===== src/rtl/spi_mcu_master.sv =====
// spi_mcu_master: serial link master towards an NDN router.
// TX side sends interest frames on mosi/cs; RX side receives data frames on miso.
// Both directions run independently, one link bit per clk cycle.
// Optional macro SPI_MCU_MASTER_FRAMECHK_EN: reject received frames whose end bit
// is 1 or whose header bit6 is set; without it every complete frame is accepted.
module spi_mcu_master #(
    parameter int PREFIX_BITS = 64,
    parameter int DATA_BITS   = 256
) (
    input  logic                   clk,
    input  logic                   rst,
    input  logic                   tx_valid,
    input  logic [5:0]             tx_length,
    input  logic [PREFIX_BITS-1:0] tx_prefix,
    output logic                   tx_ready,
    output logic                   tx_done,
    output logic                   mosi,
    output logic                   cs,
    input  logic                   miso,
    output logic                   rx_valid,
    output logic [7:0]             rx_header,
    output logic [DATA_BITS-1:0]   rx_data,
    output logic                   rx_error,
    output logic                   rx_busy
);

    localparam int MAX_BITS = (PREFIX_BITS > DATA_BITS) ? PREFIX_BITS : DATA_BITS;
    localparam int CNT_W    = $clog2(MAX_BITS + 1);
    localparam int TX_SH_W  = PREFIX_BITS + 8;

    localparam logic [CNT_W-1:0] HDR_LAST = CNT_W'(7);
    localparam logic [CNT_W-1:0] PFX_LAST = CNT_W'(PREFIX_BITS - 1);
    localparam logic [CNT_W-1:0] DAT_LAST = CNT_W'(DATA_BITS - 1);

    // ------------------------------------------------------------------
    // Transmit side
    // ------------------------------------------------------------------
    typedef enum logic [2:0] {
        TX_IDLE,
        TX_START,
        TX_HEADER,
        TX_PREFIX,
        TX_END
    } tx_state_t;

    tx_state_t          tx_state;
    tx_state_t          tx_next;
    logic [CNT_W-1:0]   tx_cnt;
    logic [TX_SH_W-1:0] tx_shift;
    logic               tx_accept;

    // Ready is masked by reset so it reads low while rst is held.
    assign tx_ready  = (tx_state == TX_IDLE) && rst;
    assign tx_accept = tx_valid && tx_ready;
    assign cs        = (tx_state == TX_IDLE);

    // TX state register
    always_ff @(posedge clk or negedge rst) begin
        if (!rst) tx_state <= TX_IDLE;
        else      tx_state <= tx_next;
    end

    // TX next-state decode
    always_comb begin
        tx_next = tx_state;
        case (tx_state)
            TX_IDLE:   if (tx_accept) tx_next = TX_START;
            TX_START:  tx_next = TX_HEADER;
            TX_HEADER: if (tx_cnt == HDR_LAST) tx_next = TX_PREFIX;
            TX_PREFIX: if (tx_cnt == PFX_LAST) tx_next = TX_END;
            TX_END:    tx_next = TX_IDLE;
            default:   tx_next = TX_IDLE;
        endcase
    end

    // TX line driver: idle high, framing bits low, payload from shifter MSB
    always_comb begin
        mosi = 1'b1;
        case (tx_state)
            TX_START:  mosi = 1'b0;
            TX_HEADER: mosi = tx_shift[TX_SH_W-1];
            TX_PREFIX: mosi = tx_shift[TX_SH_W-1];
            TX_END:    mosi = 1'b0;
            default:   mosi = 1'b1;
        endcase
    end

    // TX datapath: latch header+prefix on acceptance, shift out, pulse done after end bit
    always_ff @(posedge clk or negedge rst) begin
        if (!rst) begin
            tx_cnt   <= '0;
            tx_shift <= '0;
            tx_done  <= 1'b0;
        end else begin
            tx_done <= (tx_state == TX_END);
            case (tx_state)
                TX_IDLE: begin
                    tx_cnt <= '0;
                    if (tx_accept) tx_shift <= {2'b01, tx_length, tx_prefix};
                end
                TX_HEADER: begin
                    tx_shift <= {tx_shift[TX_SH_W-2:0], 1'b0};
                    tx_cnt   <= (tx_cnt == HDR_LAST) ? '0 : tx_cnt + 1'b1;
                end
                TX_PREFIX: begin
                    tx_shift <= {tx_shift[TX_SH_W-2:0], 1'b0};
                    tx_cnt   <= (tx_cnt == PFX_LAST) ? tx_cnt : tx_cnt + 1'b1;
                end
                default: tx_cnt <= '0;
            endcase
        end
    end

    // ------------------------------------------------------------------
    // Receive side
    // ------------------------------------------------------------------
    typedef enum logic [1:0] {
        RX_IDLE,
        RX_HEADER,
        RX_DATA,
        RX_END
    } rx_state_t;

    rx_state_t            rx_state;
    rx_state_t            rx_next;
    logic [CNT_W-1:0]     rx_cnt;
    logic [7:0]           hdr_shift;
    logic [DATA_BITS-1:0] data_shift;
    logic                 frame_ok;

    assign rx_busy = (rx_state != RX_IDLE);

`ifdef SPI_MCU_MASTER_FRAMECHK_EN
    // At the end-bit sample: end bit must be 0 and header must not flag an interest.
    assign frame_ok = (miso == 1'b0) && (hdr_shift[6] == 1'b0);

    // Reject pulse, one cycle after a failing end-bit sample
    always_ff @(posedge clk or negedge rst) begin
        if (!rst) rx_error <= 1'b0;
        else      rx_error <= (rx_state == RX_END) && !frame_ok;
    end
`else
    assign frame_ok = 1'b1;
    assign rx_error = 1'b0;
`endif

    // RX state register
    always_ff @(posedge clk or negedge rst) begin
        if (!rst) rx_state <= RX_IDLE;
        else      rx_state <= rx_next;
    end

    // RX next-state decode; a low miso in idle is the start bit
    always_comb begin
        rx_next = rx_state;
        case (rx_state)
            RX_IDLE:   if (miso == 1'b0) rx_next = RX_HEADER;
            RX_HEADER: if (rx_cnt == HDR_LAST) rx_next = RX_DATA;
            RX_DATA:   if (rx_cnt == DAT_LAST) rx_next = RX_END;
            RX_END:    rx_next = RX_IDLE;
            default:   rx_next = RX_IDLE;
        endcase
    end

    // RX datapath: shift header and payload in, publish on a good end bit
    always_ff @(posedge clk or negedge rst) begin
        if (!rst) begin
            rx_cnt     <= '0;
            hdr_shift  <= '0;
            data_shift <= '0;
            rx_header  <= '0;
            rx_data    <= '0;
            rx_valid   <= 1'b0;
        end else begin
            rx_valid <= 1'b0;
            case (rx_state)
                RX_HEADER: begin
                    hdr_shift <= {hdr_shift[6:0], miso};
                    rx_cnt    <= (rx_cnt == HDR_LAST) ? '0 : rx_cnt + 1'b1;
                end
                RX_DATA: begin
                    data_shift <= {data_shift[DATA_BITS-2:0], miso};
                    rx_cnt     <= (rx_cnt == DAT_LAST) ? rx_cnt : rx_cnt + 1'b1;
                end
                RX_END: begin
                    rx_cnt <= '0;
                    if (frame_ok) begin
                        rx_header <= hdr_shift;
                        rx_data   <= data_shift;
                        rx_valid  <= 1'b1;
                    end
                end
                default: rx_cnt <= '0;
            endcase
        end
    end

endmodule


===== config.mk =====
export PLATFORM = sky130hd
export DESIGN_NAME = spi_mcu_master
export DESIGN_NICKNAME = d
export VERILOG_FILES = /design/src/rtl/spi_mcu_master.sv
export SDC_FILE = /design/constraint.sdc
export NUM_CORES = 1
export LEC_CHECK = 0
export ABC_AREA = 0
export CORE_UTILIZATION = 55
export CTS_BUF_LIST = sky130_fd_sc_hd__clkbuf_8 sky130_fd_sc_hd__clkbuf_16
export DETAILED_ROUTE_END_ITERATION = 7
export PLACE_DENSITY = 0.81
export SKIP_LAST_GASP = 1
export SLEW_MARGIN = 0
export SYNTH_ARGS = -nofsm -noshare
export SYNTH_HDL_FRONTEND = slang
export SYNTH_SLANG_ARGS = --single-unit

===== constraint.sdc =====
create_clock -name clk -period 5.5 [get_ports clk]
set_input_delay 1.375 -clock clk [delete_from_list [all_inputs] [get_ports clk]]
set_output_delay 1.375 -clock clk [all_outputs]
set_load 0.005 [all_outputs]

==> flow_metrics.py, run 1 <==
metrics = {
    "placement": {
        "placed_cells": 2424,
        "port_buffers": 343,
        "hpwlAfterDp_um": 30600,
        "gp_congestion": 0.848,
        "place_area_um2": 27800,
        "dp_slack_ns": 1.72,
    },
    "global_routing": {
        "grt_use_total_pct": 22.0,
        "grt_pass1_wl_um": 77600,
        "overflow": 0,
        "antenna_found_initial": 0,
        "grt_pass1_vias": 14400,
        "grt_max_degree": 185,
    },
    "critical_path": {
        "worst-r2r-cell-count": 5,
        "worstSetupPathType": "in -> out",
        "max_stage_delay_ns": 0.50,
        "arrival_ns": 2.40,
        "cp-end-kind": "output port",
        "startpoint_type": "input pin",
        "path_max_fanout": 40,
        "crit_slowest_cell": "clkdlybuf4s50_1",
        "crit_chain": "buf_8 > and2_1 > clkdlybuf4s50_1",
        "crit_required_ns": 4.12,
    },
    "yosys": {
        "synth_top_family_by_area": "multiplexers",
        "yosysWarnings": 0,
        "synth-compound-area-share_pct": 2.59,
        "synth_top_area_cell": "dfrtp_1",
        "synth_fp_nets": 1659,
        "seq_area_frac_synth_pct": 65.6,
        "avgSynthCellArea_um2": 15.1,
        "yosysTopAreaCellShare_pct": 65.6,
        "synth-edff-count": 0,
        "yosys-top-cells-area": "dfrtp_1, mux2_2, nor2_1",
        "yosys.area_share.simple_pct": 3.44,
        "synth_xor_area_share_pct": 0.331,
        "synth.cell_area_um2": 23800,
        "synthTopCellsByCount": "dfrtp_1, mux2_2, nor2_1",
        "synthMuxAreaShare_pct": 25.8,
        "ys.flop_type": "dfrtp_1",
        "ys_seq_elements": 625,
        "synth_most_common_cell": "dfrtp_1",
        "synthCells": 1577,
        "synthAdderAreaFrac_pct": 0.420,
        "synth_cell_types": 41,
        "async_reset_ff_share_pct": 100,
    },
    "timing": {
        "fin_crit_sh_pct": 68.7,
        "slew_viol_final": 0,
        "setup-violations-final": 0,
        "min_period_ns": 3.78,
        "fin_skew_ns": 0.0263,
        "worst_pin_slew_ns": 1.07,
        "rsz0062_at_grt": "no",
        "fmax_ghz": 0.265,
        "slew_headroom_pct": 27.7,
        "layout_setup_ws_ns": 1.72,
        "report.final.hold_viol_count": 0,
        "finalSetupTns_ns": 0,
    },
    "layout": {
        "antenna_cells": 0,
        "seq_area_um2": 15600,
        "multi_input_area_um2": 7810,
        "fillers": 2812,
        "area_growth_pct": 25.5,
        "stdcell_area_um2": 29900,
        "instances_no_fill": 2533,
        "drive_above_1_share_pct": 33.4,
        "fin_nets": 1992,
    },
    "status": {
        "status": "completed",
    },
    "detailed_routing": {
        "routed_wl_um": 48000,
        "initialDrtViolationCount": 1035,
        "via_per_inst": 5.40,
        "remaining_drc_errors": 0,
        "wl_per_cell_um": 18.9,
        "detail-route-antenna-nets": 0,
        "first_pass_iters": 5,
        "vias": 13700,
    },
    "clocking": {
        "cts_tree": "built",
        "cts_resized": 0,
        "cts_sinks": 625,
        "clock_latency_ns": 0.62,
        "ctsLongestPathBuffers": 3,
        "post-cts-setup-buffers": 0,
        "hold_buffers": 0,
        "cts-htree-levels": 2,
        "clk_pin_slew_worst_paths_ns": 0.06,
        "cts_root_buf": "clkbuf_16",
        "numCtsBuffers": 61,
    },
    "floorplan": {
        "num_rows": 75,
        "die_h_um": 210,
        "die_width_um": 210,
        "coreArea_um2": 42300,
        "pin_count": 345,
        "die_area_um2": 44200,
        "start_util_pct": 56.3,
    },
    "flow_run": {
        "maxCapViolCount": 0,
    },
    "power_and_ir_drop": {
        "p_sw_mw": 3.32,
        "switching_share_pct": 27.4,
        "ir_worst_vdd_mv": 0.360,
        "seq_power_share_pct": 43.9,
        "p_per_area_nw_per_um2": 404,
        "power_leakage_nw": 14.6,
        "p_int_mw": 8.78,
        "pwr-share-comb_pct": 21.0,
        "p_clk_share_pct": 35.1,
    },
    "min_path": {
        "min_path_type": "reg -> reg",
        "min_path_cells": 1,
    },
}
[path summary, 6_finish.rpt]
| path | to | slack, ns | start |
|---|---|---|---|
| worst max-delay path | tx_ready | 1.72 | rst |
| max in group asynchronous | tx_shift[34] | 3.39 | rst |
| worst max register to register | tx_cnt[2] | 2.84 | tx_cnt[0] |
| worst min register to register | rx_data[255] | 0.50 | data_shift[255] |
| worst min-delay path | rx_data[255] | 0.50 | data_shift[255] |
| min in group asynchronous | data_shift[55] | 0.63 | rst |
[kinds of logic (layout without fill, tap and decap cells)]
kind of cell             count (synthesis)  after routing
flip-flops                             625            625
other                                    1              1
XOR/XNOR                                 9              9
AO/OA/AOI/OAI                          100            100
AND/OR/NAND/NOR                        189            189
adder cells (fa/ha/maj)                  8              8
buffers and inverters                   97            476
multiplexers                           548            548
[sequential cells by signal (all words and copies together), names as in the netlist]
name	count
hdr_shift	8
rx_header	8
rx_valid	1
rx_cnt	9
tx_cnt	9
tx_done	1
tx_shift	72
rx_state	2
tx_state	3
rx_data	256
data_shift	256
[per-stage QoR]
stage	util, %	total power, mW	hold slack, ns
after global routing	70.7	12.6	0.514
after detailed placement	65.7	7.95	0.494
after CTS	70.7	12.2	0.508
after floorplan	-	7.16	0.469
final	70.7	12.1	0.500
after global placement	65.7	7.86	0.484
[power by group through the flow]
| stage | logic [mW] | registers, mW | clock network [mW] |
|---|---|---|---|
| 6_report | 2.54 | 5.31 | 4.25 |
| 5_1_grt | 2.74 | 5.36 | 4.53 |
| 4_1_cts | 2.57 | 5.31 | 4.35 |
| 3_5_place_dp | 2.56 | 5.39 | 0 |
| 3_3_place_gp | 2.49 | 5.37 | 0 |
| 2_1_floorplan | 1.87 | 5.29 | 0 |
[worst max-delay path: cells and delay by family]
family        cells  cell delay (ns)
buf+inv           2             0.77
simple gates      1             0.21
[metal layers]
layer  vias to the layer above  share of wire (%)  GRT usage (%)
met4                         0                2.8           7.50
met2                       315                 49           35.7
met5                         -                  0              0
met3                        89                6.6           5.97
li1                       6259                  -              -
met1                      7004                 42           28.7
[cell type report]
cell class	instances	share of cell area, %
flip-flops and latches	625	52.3
multi-input cells	855	26.1
repair buffers	357	12.1
clock buffers	79	5.97
well taps	577	2.41
clock inverters	30	1.03
inverters	10	0.125
[layout by cell type, fill, tap and decap left out, types with 6 or more instances in the layout]
cell type	instances
mux2i_1	20
nand3_1	7
clkdlybuf4s50_1	342
mux2_2	528
a21oi_1	26
dfrtp_1	625
clkbuf_16	62
o22ai_1	52
nor2_1	138
ha_1	6
clkinv_2	9
clkbuf_8	17
inv_1	20
o21ai_0	10
buf_4	9
nand2_1	13
(Power assumes the default switching activity.)
==> run 2: changes to the inputs <==
--- a/config.mk
+++ b/config.mk
@@ -6,10 +6,10 @@
 export NUM_CORES = 1
 export LEC_CHECK = 0
 export ABC_AREA = 0
-export CORE_UTILIZATION = 55
+export CORE_UTILIZATION = 54
 export CTS_BUF_LIST = sky130_fd_sc_hd__clkbuf_8 sky130_fd_sc_hd__clkbuf_16
 export DETAILED_ROUTE_END_ITERATION = 7
-export PLACE_DENSITY = 0.81
+export PLACE_DENSITY = 0.79
 export SKIP_LAST_GASP = 1
 export SLEW_MARGIN = 0
 export SYNTH_ARGS = -nofsm -noshare
==> constraint.sdc (replaced) <==
create_clock -name clk -period 3.5 [get_ports clk]
set_input_delay 0.875 -clock clk [delete_from_list [all_inputs] [get_ports clk]]
set_output_delay 0.875 -clock clk [all_outputs]
set_load 0.005 [all_outputs]
==> flow_metrics.py, run 2 (synthesized netlist as in run 1, its figures left out) <==
metrics = {
    "status": {
        "status": "completed",
    },
    "timing": {
        "min_period_ns": 3.07,
        "fmax_ghz": 0.326,
        "rsz0062_at_grt": "no",
        "setup-violations-final": 0,
        "finalSetupTns_ns": 0,
        "slew_viol_final": 0,
        "worst_pin_slew_ns": 1.03,
        "slew_headroom_pct": 31.0,
        "report.final.hold_viol_count": 0,
        "fin_crit_sh_pct": 87.7,
        "fin_skew_ns": 0.0208,
        "timing.hold.ws_ns": 0.0973,
    },
    "clocking": {
        "hold_buffers": 0,
        "ctsLongestPathBuffers": 3,
        "clock_latency_ns": 0.61,
        "cts_tree": "built",
        "post-cts-setup-buffers": 0,
        "cts-htree-levels": 2,
        "cts_resized": 0,
        "cts_sinks": 625,
        "cts_root_buf": "clkbuf_16",
        "clk_pin_slew_worst_paths_ns": 0.06,
        "numCtsBuffers": 60,
    },
    "floorplan": {
        "coreArea_um2": 43300,
        "die_h_um": 212,
        "die_area_um2": 45000,
        "start_util_pct": 55.1,
        "pin_count": 345,
        "num_rows": 76,
        "die_width_um": 212,
    },
    "critical_path": {
        "startpoint_type": "flop",
        "arrival_ns": 2.19,
        "reg2reg_slack_ns": 1.03,
        "path_max_fanout": 11,
        "r2r_end": "tx_cnt[2]",
        "cp-end-kind": "output port",
        "worst-r2r-cell-count": 5,
        "worstSetupPathType": "reg -> out",
        "crit_required_ns": 2.62,
        "crit_start": "tx_state[0]",
        "r2r_start": "tx_cnt[0]",
    },
    "placement": {
        "port_buffers": 343,
        "place_area_um2": 28000,
        "hpwlAfterDp_um": 31000,
        "gp_congestion": 0.785,
    },
    "global_routing": {
        "antenna_found_initial": 0,
        "overflow": 0,
        "grt_use_total_pct": 21.7,
        "grt_pass1_wl_um": 77000,
        "grt_max_degree": 178,
        "grt_pass1_vias": 14200,
    },
    "detailed_routing": {
        "via_per_inst": 5.37,
        "first_pass_iters": 5,
        "detail-route-antenna-nets": 0,
        "vias": 13700,
        "initialDrtViolationCount": 885,
        "routed_wl_um": 48000,
        "remaining_drc_errors": 0,
        "wl_per_cell_um": 18.8,
    },
    "layout": {
        "drive_above_1_share_pct": 33.5,
        "final_util_pct": 69.3,
        "stdcell_area_um2": 30000,
        "final_cell_mix": "dfrtp_1, mux2_2, clkdlybuf4s50_1, nor2_1, clkbuf_16",
        "fin_nets": 2002,
        "layout_commonest_cell": "dfrtp_1",
        "top_regs": "data_shift: 256 flops, rx_data: 256 flops, tx_shift: 72 flops",
        "antenna_cells": 0,
        "area_growth_pct": 25.9,
    },
    "power_and_ir_drop": {
        "p_per_area_nw_per_um2": 629,
        "power_mw": 18.9,
        "power_leakage_nw": 14.6,
        "ir_worst_vdd_mv": 0.544,
    },
    "min_path": {
        "min_path_type": "in -> async",
    },
    "flow_run": {
        "maxCapViolCount": 0,
    },
}
## run 2: changes by cell type in the layout (fill, tap and decap cells not counted)
cell	previous run	this run
clkbuf_8	17	14
inv_6	0	2
inv_16	1	0
clkbuf_16	62	61
buf_12	5	14
clkinv_8	2	0
clkinv_2	9	10
bufinv_16	5	3
buf_4	9	11
inv_1	20	28
## run 2: final cells by class
cell class / instances / area, um^2
Sequential cell: 625 / 15600
Fill cell: 2916 / 13300
Multi-Input combinational cell: 855 / 7810
Timing Repair Buffer: 368 / 3800
Clock buffer: 75 / 1720
Tap cell: 585 / 732
Clock inverter: 36 / 249
Inverter: 10 / 37.5
## run 2: how the worst max path moves through the flow
| stage | end |
|---|---|
| final | tx_ready |
| after global routing | tx_ready |
| after detailed placement | tx_shift[18] |
| after global placement | tx_ready |
| after floorplan | tx_cnt[1] |
| after CTS | tx_ready |
## run 2: stage by stage
| stage | setup slack [ns] | instances |
|---|---|---|
| finish | 0.432 | 2554 |
| global route | 0.297 | 2554 |
| CTS | 0.409 | 2554 |
| detailed placement | 0.874 | 2443 |
| global placement | 0.889 | 2443 |
| floorplan | 1.60 | 1577 |
## run 2: per-layer routing
metal / up-vias / routed length (um) / track usage (%) / share of wire [%]
met2: 307 / 23200 / 34.6 / 48
met1: 7059 / 20300 / 28.8 / 42
met5: - / 0 / 0 / 0
li1: 6273 / - / - / -
met4: 0 / 1220 / 7.40 / 2.5
met3: 78 / 3280 / 5.91 / 6.8
## run 2: critical path, cell delays in order (launching register included)
cell and delay (ns):
dfrtp_1 0.48, nor3_1 0.39, and2_1 0.18, clkdlybuf4s50_1 0.54
## run 2: power breakdown
| group | internal (mW) | total [mW] | switching (mW) |
|---|---|---|---|
| combinational | 2.11 | 4.22 | 2.11 |
| sequential | 7.89 | 8.32 | 0.431 |
| clock | 3.67 | 6.33 | 2.66 |
| total | 13.7 | 18.9 | 5.20 |
==> RTL edit: new RTL, flow settings as in run 1 <==
`DATA_BITS`: 256 -> 128.
--- a/src/rtl/spi_mcu_master.sv
+++ b/src/rtl/spi_mcu_master.sv
@@ -5,7 +5,7 @@
 // is 1 or whose header bit6 is set; without it every complete frame is accepted.
 module spi_mcu_master #(
     parameter int PREFIX_BITS = 64,
-    parameter int DATA_BITS   = 256
+    parameter int DATA_BITS   = 128
 ) (
     input  logic                   clk,
     input  logic                   rst,
Ports: changed (resized rx_data); port bits go from 345 to 217. No check against the original RTL was run, so the function may have changed too.
==> RTL edit against run 1 <==
  * Synthesized area decreased by 40%
  * Final cell count decreased by 37%
  * Cell area decreased by 40%
  * Sequential cell count decreased by 258
  * Die area decreased by 40%
  * Synthesized cell count decreased by 34%
  * Global-route usage decreased by 0.47 points
  * Worst setup slack got worse by 63 ps
  * Non-clock buffer count decreased by 131
  * Clock skew decreased by 16 ps
  * Worst hold slack got worse by 17 ps
  * Routed wire length decreased by 43%
  * Power decreased by 56%
  * Combinational power decreased by 95%
==> RTL edit: results (changes against run 1) <==
Per-cell via count in the routed design: 5.48 (+1.5%)
Routability Congestion: 0.816 (-3.7%)
R2R Path Start: rx_state[0]
Most instantiated cells after synthesis: sky130_fd_sc_hd__dfrtp_1, sky130_fd_sc_hd__mux2_2, sky130_fd_sc_hd__nor2_1
Registers with the highest flip-flop counts: data_shift (128), rx_data (128), tx_shift (72)
Share of layout cells above drive strength 1: 27.9% (-5.5 points)
Post-synthesis compound-gate area fraction: 3.70% (+1.1 points)
First-pass iteration count of the detailed router: 4 (-1)
Largest net degree at the start of global routing: 172 (-7.0%)
CP Data Arrival Time: 2460 ps (+60 ps)
Starting DRT DRC Count: 471 (-54%)
Total wirelength of the detailed-routed design: 27.4 mm (-43%)
Status: finished clean
Number of buffers created by CTS: 38 (-38%)
Unique cell type count in the Yosys netlist: 53 (+29%)
Highest net fanout along the worst path: 71 (+78%)
Final-stage net count: 1324 (-34%)
Post-cts repair resize count: 0 (unchanged)
Mapped Nets: 1120 (-32%)
Detailed-placement wirelength estimate: 17.7 mm (-42%)
Cell leakage power: 8.65 nW (-41%)
Synth Area in Adders: 0.612% (+0.19 points)
Global-route wire length before repair: 45.9 mm (-41%)
Maximum VDD drop: 273 uV (-24%)
Cells taking the most area after synthesis: sky130_fd_sc_hd__dfrtp_1, sky130_fd_sc_hd__mux2_2, sky130_fd_sc_hd__nor2_1
Xor and xnor fraction of the mapped netlist area: 0.490% (+0.16 points)
Overall routing resource usage: 21.5% (-0.47 points)
Number of port buffers: 215 (-37%)
Worst-Skew Late Latency: 510 ps (-110 ps)
Cells on worst reg2reg path: 4 (-1)
Clock Skew: 9.84 ps (-16.4 ps)
Worst reg-to-reg setup slack: 2940 ps (+100 ps)
Fill cell instance count of the final layout: 1707 (-39%)
Share of cell area taken by muxes after synthesis: 21.6% (-4.1 points)
Sequential element share of the synthesized area: 64.2% (-1.5 points)
Worst slew slack as a fraction of its limit: 41.0% (+13 points)
Vias in the first global route: 9000 (-38%)
Synth warn: 0 (unchanged)
End of the worst register-to-register path: data_shift[79]
==> RTL edit: worst min-delay path by stage <==
stage                      startpoint            to  slack (ps)  depth (start not counted)
final                     tx_shift[6]   tx_shift[7]         480                          2
after global routing      tx_shift[1]   tx_shift[2]         510                          2
after CTS                 tx_shift[6]   tx_shift[7]         480                          2
after detailed placement  tx_shift[4]   tx_shift[5]         470                          2
after global placement    tx_shift[3]   tx_shift[4]         460                          2
after floorplan           tx_shift[9]  tx_shift[10]         450                          2
==> RTL edit: logic make-up after synthesis <==
| kind of cell | count (synthesis) |
|---|---|
| flops | 367 |
| mux | 275 |
| simple gates | 232 |
| compound gates | 82 |
| buf+inv | 67 |
| xor+xnor | 8 |
| fa+ha+maj | 7 |
| other cells | 1 |
==> RTL edit: metrics by stage <==
step | instance area [um^2] | hold slack (ps) | instances | total power [mW] | setup WS (ps)
floorplan | 14300 | 449 | 1039 | 2.80 | 2630
global placement | 16700 | 459 | 1533 | 2.91 | 1610
detailed placement | 16700 | 469 | 1533 | 2.91 | 1620
CTS | 18000 | 484 | 1599 | 5.42 | 1620
global route | 18000 | 508 | 1599 | 5.54 | 1570
finish | 18000 | 483 | 1599 | 5.35 | 1660
==> RTL edit: area by class of cell <==
class,count,area [um^2],area share [%]
Inverter,5,18.8,0.105
Sequential cell,367,9180,51.2
Timing Repair Buffer,226,2250,12.5
Clock inverter,20,139,0.774
Tap cell,330,413,2.30
Multi-Input combinational cell,605,4850,27.0
Clock buffer,46,1090,6.10
==> RTL edit: report_power, final <==
part	leakage [nW]	internal [mW]	switching, mW
logic	3.10	0.0630	0.0641
clock network	0.653	1.50	0.996
registers	4.89	2.72	0.0135
total	8.65	4.28	1.07
==> RTL edit: metal layers <==
| layer | share of wire [%] | vias to the layer above | track usage (%) | routed length (um) |
|---|---|---|---|---|
| li1 | - | 4050 | - | - |
| met1 | 43 | 4451 | 28.7 | 11800 |
| met2 | 49 | 201 | 35.1 | 13500 |
| met3 | 5.2 | 53 | 4.57 | 1420 |
| met4 | 2.5 | 0 | 7.26 | 692 |
| met5 | 0 | - | 0 | 0 |
==> RTL edit: worst max-delay path, cell delays in order <==
cell,delay (ps)
sky130_fd_sc_hd__buf_8,360
sky130_fd_sc_hd__and2_1,200
sky130_fd_sc_hd__clkdlybuf4s50_1,490
